<file path="src/rtl/xoro_prng_lanes_if.sv">
// Seed-load and per-lane output stream bundle for xoro_prng_lanes.
// master: seed source / word consumer; slave: the generator.
interface xoro_prng_lanes_if #(
  parameter int LANES = 2,
  parameter int OUT_W = 32
);
  localparam int LW = (LANES > 1) ? $clog2(LANES) : 1;

  logic                   seed_we;
  logic [LW-1:0]          seed_lane;
  logic [63:0]            seed_s0;
  logic [63:0]            seed_s1;
  logic [LANES-1:0]       out_ready;
  logic [LANES-1:0]       out_valid;
  logic [LANES*OUT_W-1:0] out_data;

  modport master (
    output seed_we, seed_lane, seed_s0, seed_s1, out_ready,
    input  out_valid, out_data
  );

  modport slave (
    input  seed_we, seed_lane, seed_s0, seed_s1, out_ready,
    output out_valid, out_data
  );
endinterface

</file>
<file path="src/rtl/xoro_prng_lanes.sv">
// Multi-lane xoroshiro128+ generator with per-lane valid/ready streams and reseed.
// Optional XORO_ZERO_GUARD_EN: an all-zero seed load restores that lane's reset seeds.
module xoro_prng_lanes #(
  parameter int          LANES = 2,
  parameter int          OUT_W = 32,
  parameter logic [63:0] SEED0 = 64'h0000_0000_0000_0001,
  parameter logic [63:0] SEED1 = 64'h0000_0000_0000_0002
) (
  input  logic               clk,
  input  logic               resn,
  xoro_prng_lanes_if.slave   bus
);

  logic [63:0]      s0_q   [LANES];
  logic [63:0]      s0_d   [LANES];
  logic [63:0]      s1_q   [LANES];
  logic [63:0]      s1_d   [LANES];
  logic [OUT_W-1:0] data_q [LANES];
  logic [OUT_W-1:0] data_d [LANES];
  logic [LANES-1:0] valid_q;
  logic [LANES-1:0] valid_d;

  logic [31:0] lane_sel;
  logic        seed_ok;

  function automatic logic [63:0] rst_s0(input int unsigned lane);
    return SEED0 ^ (64'(lane) * 64'h9E37_79B9_7F4A_7C15);
  endfunction

  function automatic logic [63:0] next_s0(input logic [63:0] s0, input logic [63:0] s1);
    logic [63:0] t;
    t = s1 ^ s0;
    return {s0[39:0], s0[63:40]} ^ t ^ (t << 16);
  endfunction

  function automatic logic [63:0] next_s1(input logic [63:0] s0, input logic [63:0] s1);
    logic [63:0] t;
    t = s1 ^ s0;
    return {t[26:0], t[63:27]};
  endfunction

  function automatic logic [OUT_W-1:0] word_of(input logic [63:0] s0, input logic [63:0] s1);
    logic [63:0] sum;
    sum = s0 + s1;
    return sum[63 -: OUT_W];
  endfunction

  // Lane select widened so out-of-range lanes compare cleanly for any LANES.
  assign lane_sel = 32'(bus.seed_lane);
  assign seed_ok  = bus.seed_we && (lane_sel < 32'(LANES));

  always_comb begin
    valid_d = valid_q;
    for (int unsigned i = 0; i < LANES; i++) begin
      s0_d[i]   = s0_q[i];
      s1_d[i]   = s1_q[i];
      data_d[i] = data_q[i];
      // Seed wins over a same-cycle handshake; the presented word is still consumed.
      if (seed_ok && lane_sel == 32'(i)) begin
        s0_d[i]    = bus.seed_s0;
        s1_d[i]    = bus.seed_s1;
`ifdef XORO_ZERO_GUARD_EN
        if (bus.seed_s0 == '0 && bus.seed_s1 == '0) begin
          s0_d[i] = rst_s0(i);
          s1_d[i] = SEED1;
        end
`endif
        valid_d[i] = 1'b0;
      end else if (!valid_q[i] || bus.out_ready[i]) begin
        s0_d[i]    = next_s0(s0_q[i], s1_q[i]);
        s1_d[i]    = next_s1(s0_q[i], s1_q[i]);
        data_d[i]  = word_of(s0_q[i], s1_q[i]);
        valid_d[i] = 1'b1;
      end
    end
  end

  always_ff @(posedge clk or negedge resn) begin
    if (!resn) begin
      valid_q <= '0;
      for (int unsigned i = 0; i < LANES; i++) begin
        s0_q[i]   <= rst_s0(i);
        s1_q[i]   <= SEED1;
        data_q[i] <= '0;
      end
    end else begin
      valid_q <= valid_d;
      for (int unsigned i = 0; i < LANES; i++) begin
        s0_q[i]   <= s0_d[i];
        s1_q[i]   <= s1_d[i];
        data_q[i] <= data_d[i];
      end
    end
  end

  always_comb begin
    bus.out_valid = valid_q;
    bus.out_data  = '0;
    for (int unsigned i = 0; i < LANES; i++) begin
      bus.out_data[i*OUT_W +: OUT_W] = data_q[i];
    end
  end

endmodule
</file>
<file path="src/flat_wrapper.sv">
// flat-port wrapper written by rule: the top's interface ports become plain ports
module xoro_prng_lanes_flat 
#(
  parameter int          LANES = 2,
  parameter int          OUT_W = 32,
  parameter logic [63:0] SEED0 = 64'h0000_0000_0000_0001,
  parameter logic [63:0] SEED1 = 64'h0000_0000_0000_0002
)
  (clk, resn, bus_seed_we, bus_seed_lane, bus_seed_s0, bus_seed_s1, bus_out_ready, bus_out_valid, bus_out_data);
  xoro_prng_lanes_if #(.LANES(LANES), .OUT_W(OUT_W)) bus_i ();
  input  logic clk;
  input  logic resn;
  input wire logic [$bits(bus_i.seed_we)-1:0] bus_seed_we;
  input wire logic [$bits(bus_i.seed_lane)-1:0] bus_seed_lane;
  input wire logic [$bits(bus_i.seed_s0)-1:0] bus_seed_s0;
  input wire logic [$bits(bus_i.seed_s1)-1:0] bus_seed_s1;
  input wire logic [$bits(bus_i.out_ready)-1:0] bus_out_ready;
  output wire logic [$bits(bus_i.out_valid)-1:0] bus_out_valid;
  output wire logic [$bits(bus_i.out_data)-1:0] bus_out_data;
  assign bus_i.seed_we = bus_seed_we;
  assign bus_i.seed_lane = bus_seed_lane;
  assign bus_i.seed_s0 = bus_seed_s0;
  assign bus_i.seed_s1 = bus_seed_s1;
  assign bus_i.out_ready = bus_out_ready;
  assign bus_out_valid = bus_i.out_valid;
  assign bus_out_data = bus_i.out_data;
  xoro_prng_lanes #(.LANES(LANES), .OUT_W(OUT_W), .SEED0(SEED0), .SEED1(SEED1)) u_core (.clk(clk), .resn(resn), .bus(bus_i));
endmodule
</file>
<file path="config.mk">
export PLATFORM = sky130hd
export DESIGN_NAME = xoro_prng_lanes_flat
export DESIGN_NICKNAME = d
export VERILOG_FILES = /design/src/rtl/xoro_prng_lanes_if.sv /design/src/rtl/xoro_prng_lanes.sv /design/src/flat_wrapper.sv
export SDC_FILE = /design/constraint.sdc
export NUM_CORES = 1
export LEC_CHECK = 0
export CAP_MARGIN = 20
export CORE_MARGIN = 2
export CORE_UTILIZATION = 50
export DETAILED_ROUTE_END_ITERATION = 10
export MAX_ROUTING_LAYER = met4
export PLACE_DENSITY = 0.83
export SYNTH_ARGS = -nofsm -noshare
export SYNTH_HDL_FRONTEND = slang
export SYNTH_SLANG_ARGS = --single-unit
</file>
<file path="constraint.sdc">
create_clock -name clk -period 4 [get_ports clk]
set_clock_uncertainty 0.2 [all_clocks]
set_input_delay 0.8 -clock clk [delete_from_list [all_inputs] [get_ports clk]]
set_output_delay 0.8 -clock clk [all_outputs]
set_load 0.02 [all_outputs]
</file>
Word level (Yosys, flattened, before mapping)
Cells that the tools add are included.
Widths: inputs -> output; s select.
{ "classes": {"add_sub_neg": 2, "n_mul": 0, "div_mod_pow": 0, "n_lt_le_gt_ge": 1, "eq_ne": 0, "n_shift": 0, "muxes": 12, "n_bitwise": 8, "n_reduce_logical": 12} }
{ "ops": {"columns": ["op", "count"], "rows": [
  ["$mux 64", 8],
  ["$xor 64x64->64", 6],
  ["$add 64x64->64", 2],
  ["$logic_not 32->1", 1],
  ["$mux 1", 4],
  ["$reduce_and 2->1", 2],
  ["$reduce_bool 2->1", 2],
  ["$logic_and 1x1->1", 3],
  ["$logic_not 1->1", 2],
  ["$logic_or 1x1->1", 2],
  ["$lt 1x2->1 const B", 1],
  ["$not 1->1", 2]
]} }
{ "totals": {"ff_bits": 322, "latchBits": 0, "ram_bits": 0, "rom_bits": 0, "in_bits": 134, "wordCells": 43, "memories": 0} }

Longest topological paths before layout
{ "depth": {"depth_word": 5, "depth_mapped": 13} }

Worst setup path before layout
No wires, ideal clock.
{ "synth_path": {"path_kind": "flip-flop to flip-flop", "from": "register u_core.s0_q[27] in the netlist's numbering", "to": "register u_core.data_q, in the netlist u_core.bus.out_data[45]", "setup_ns": 0.129, "t_arrival_ns": 2.796, "setup_slack_ns": 0.875, "stages_incl_launch_ff": 14, "n_path_buf": 1, "period_less_slack_ns": 3.125, "path_cell_list": "dfstp_2 > ha_1 > buf_4 > and4_1 > and4_1 > and3_1 > nor2b_1 > a211oi_2 > o21bai_1 > a21oi_1 > o21ai_1 > a21oi_1 > xor2_1 > o21ai_1"} }
{ "synth_via": {"elab_chain_len": 1} }
{ "synth_rtl": {"columns": ["item", "line_no", "source"], "rows": [
  ["from (decl)", "xoro_prng_lanes.sv:14", "logic [63:0] s0_q [LANES];"],
  ["from (signal, indexed assignment)", "xoro_prng_lanes.sv:82", "s0_q[i] <= rst_s0(i);"],
  ["from (signal, indexed assignment)", "xoro_prng_lanes.sv:89", "s0_q[i] <= s0_d[i];"],
  ["$add 64x64->64", "xoro_prng_lanes.sv:44", "sum = s0 + s1;"],
  ["to (signal, indexed assignment)", "xoro_prng_lanes.sv:91", "data_q[i] <= data_d[i];"],
  ["to (decl)", "xoro_prng_lanes.sv:18", "logic [OUT_W-1:0] data_q [LANES];"]
]} }
Every way passes these cells.
A chain may end at the register's enable or synchronous reset.

Final worst setup path
{ "layout_path": {"from": "register u_core.s1_q[87] in the netlist's numbering", "to": "register u_core.data_q, in the netlist u_core.bus.out_data[25]"} }
{ "layout_via": {"elab_chain_len": 1} }
{ "layout_rtl": {"columns": ["item", "line_no", "source"], "rows": [
  ["from (decl)", "xoro_prng_lanes.sv:16", "logic [63:0] s1_q [LANES];"],
  ["from (signal, indexed assignment)", "xoro_prng_lanes.sv:90", "s1_q[i] <= s1_d[i];"],
  ["$add 64x64->64", "xoro_prng_lanes.sv:44", null]
]} }
Every way passes these cells.

==> metrics <==
status=finished clean; Post-Syn Area=0.0216 mm²; final weighted congestion in routability-driven placement=1.05; Setup-failing EPs final=0; DP Wirelength=74100 µm; htree depth=2; TritonCTS clock tree=built; synthesized net count=2955; sequential fraction of the synthesis area=0.375; Final ANT Viol Nets=0; Reg clk slew, reported paths=0.06 ns; final hold slack=0.0586 ns; clock sinks=322; Final #Nets=3054; overall routing resource usage=0.433; Worst Path Arrival=4.26 ns; post-route minimum period=3.94 ns; CTS-repair resized insts=0; synth cell count leaders=413 x nand2_1, 396 x nor2_1, 336 x a21oi_1; Die H=212 µm; Worst setup EP type=flip-flop; startpoint types=flip-flop; number of synthesis warnings=0; Reg2Reg Depth=12; MaxCap Viol Count=0; final wirelength=95000 µm; DRT iter0 DRCs=2942; fillers=3857; clk root buf=clkbuf_16; top post-synthesis cells by area=dfrtp_1 33%, a21oi_1 7.8%, ha_1 7.3%; layout cell share with drive strength beyond 1=0.0776; post-CTS setup buffer count=0; RSZ-0062 raised after global routing=false; Synth area leader=dfrtp_1; setup ws final=0.0568 ns; Layout area overhead=18.0%; asr flop ratio synth=1.00; Rel. slew slack=0.283; Hold Buf Count CTS=0; post-synth cell types=77; Via Count=21600; Initial Util=0.504; standard-cell row count=76; Clk Latency, worst-skew pair=0.58 ns; most instantiated library cell after synthesis=nand2_1; hold crit path type=in -> async; remaining global-route overflow=0; Final Cycle Share=0.986; measured slew at the worst slew-check pin=1.08 ns; Critical Path RT=4.31 ns; final hold violations=0; # IOs=200; Max clock buf depth=3; CTS Buf Count=39; Die X=212 µm; Worst Path Max Fanout=7; top_reg_cell synth=dfrtp_1; DIE AREA=0.0449 mm²; pre-CTS WS=0.225 ns; post-synth top area share=0.327; core area=0.0429 mm²; via/cell ratio=6.33; DRC=0; DR WL/cell=27.9 µm; largest net degree at the start of global routing=197; Pre-antenna DRT Iters=6; first-pass GRT wire length=136000 µm; port bufs=199; initial antenna violation count=1; maximum clock rate=254 MHz; setup tns final=0 ns; synthesized flop and latch total=322; vias in the first global route=20300; Post-synth EDFFs=0; post-synthesis instance total=2695; Syn Area/Cell=8.02 µm²; CP Class=reg -> reg; Final Max Tran Viols=0
[critical path: stages (launching register included)]
cell and delay [ns]:
dfrtp_1 0.41, ha_1 0.47, nand3_1 0.27, nor4_1 0.41
o21ai_0 0.16, o22ai_1 0.25, o21ai_2 0.15, o21a_2 0.27
o21ai_2 0.29, a21o_2 0.26, a31oi_1 0.14, o41ai_1 0.45
a41o_1 0.14
[sequential cells by signal (all words and copies together) (netlist names)]
register,flops
u_core.bus.out_data,64
u_core.s0_q,128
u_core.bus.out_valid,2
u_core.s1_q,128
[stage by stage]
stage / cells / cell area (µm²) / utilization
3_3_place_gp: 3338 / 24200 / 0.564
2_1_floorplan: 2695 / 21600 / -
4_1_cts: 3408 / 25500 / 0.595
6_report: 3409 / 25500 / 0.595
5_1_grt: 3409 / 25500 / 0.595
3_5_place_dp: 3338 / 24200 / 0.564
[cells by family after synthesis]
family	after synthesis	synth area share
AND/OR/NAND/NOR	949	0.180
AO/OA/AOI/OAI	770	0.211
XOR/XNOR	283	0.115
flip-flops	322	0.375
multiplexers	1	0.000463
adder cells (fa/ha/maj)	126	0.0730
buffers and inverters	244	0.0454
[worst paths after layout]
| path | from | endpoint | slack [ns] |
|---|---|---|---|
| max reg2reg | u_core.s1_q[87] | u_core.bus.out_data[25] | 0.06 |
| max | u_core.s1_q[87] | u_core.bus.out_data[25] | 0.06 |
| max in group asynchronous | resn | u_core.s0_q[59] | 2.51 |
| min | resn | u_core.s0_q[71] | 0.06 |
| min in group clk | u_core.bus.out_data[55] | u_core.bus.out_data[55] | 0.28 |
| min reg2reg | u_core.bus.out_data[55] | u_core.bus.out_data[55] | 0.28 |
[layout by cell type, fill, tap and decap left out, drive strengths merged, types with 6 or more instances in the layout]
cell,synthesis,final
ha,126,126
nor2,396,396
a221oi,6,6
and3,8,8
nor2b,14,14
clkbuf,179,59
o21ai,152,152
a31oi,129,129
dfstp,40,40
xor2,108,108
buf,41,80
clkdlybuf4s50,0,198
nor4,6,6
clkinv,1,8
o21bai,16,16
or4,6,6
a21oi,338,338
o21a,9,9
inv,23,25
nand4,29,29
xnor2,175,175
a211oi,7,7
o31ai,8,8
nand3,32,32
nand2b,6,6
nor3,18,18
dfrtp,282,282
nand2,414,414
a21o,58,58
[final cells by class]
class	instances	area, µm²	area share
well taps	585	732	0.0287
multi-input cells	2129	12600	0.493
clock buffers	59	1180	0.0464
diodes	1	2.50	0.0000981
flip-flops and latches	322	8110	0.318
inverters	24	100	0.00392
clock inverters	11	116	0.00456
repair buffers	278	2700	0.106
[layer usage]
metal | vias up | GRT usage | part of all wire
met3 | 187 | 0.111 | 0.13
met2 | 1435 | 0.606 | 0.42
met4 | 0 | 0.141 | 0.036
met5 | - | - | 0
met1 | 10500 | 0.610 | 0.42
li1 | 9434 | - | -
Power is not shown: default switching activity piles up to over one toggle a cycle in this logic, so the estimate is an artifact.
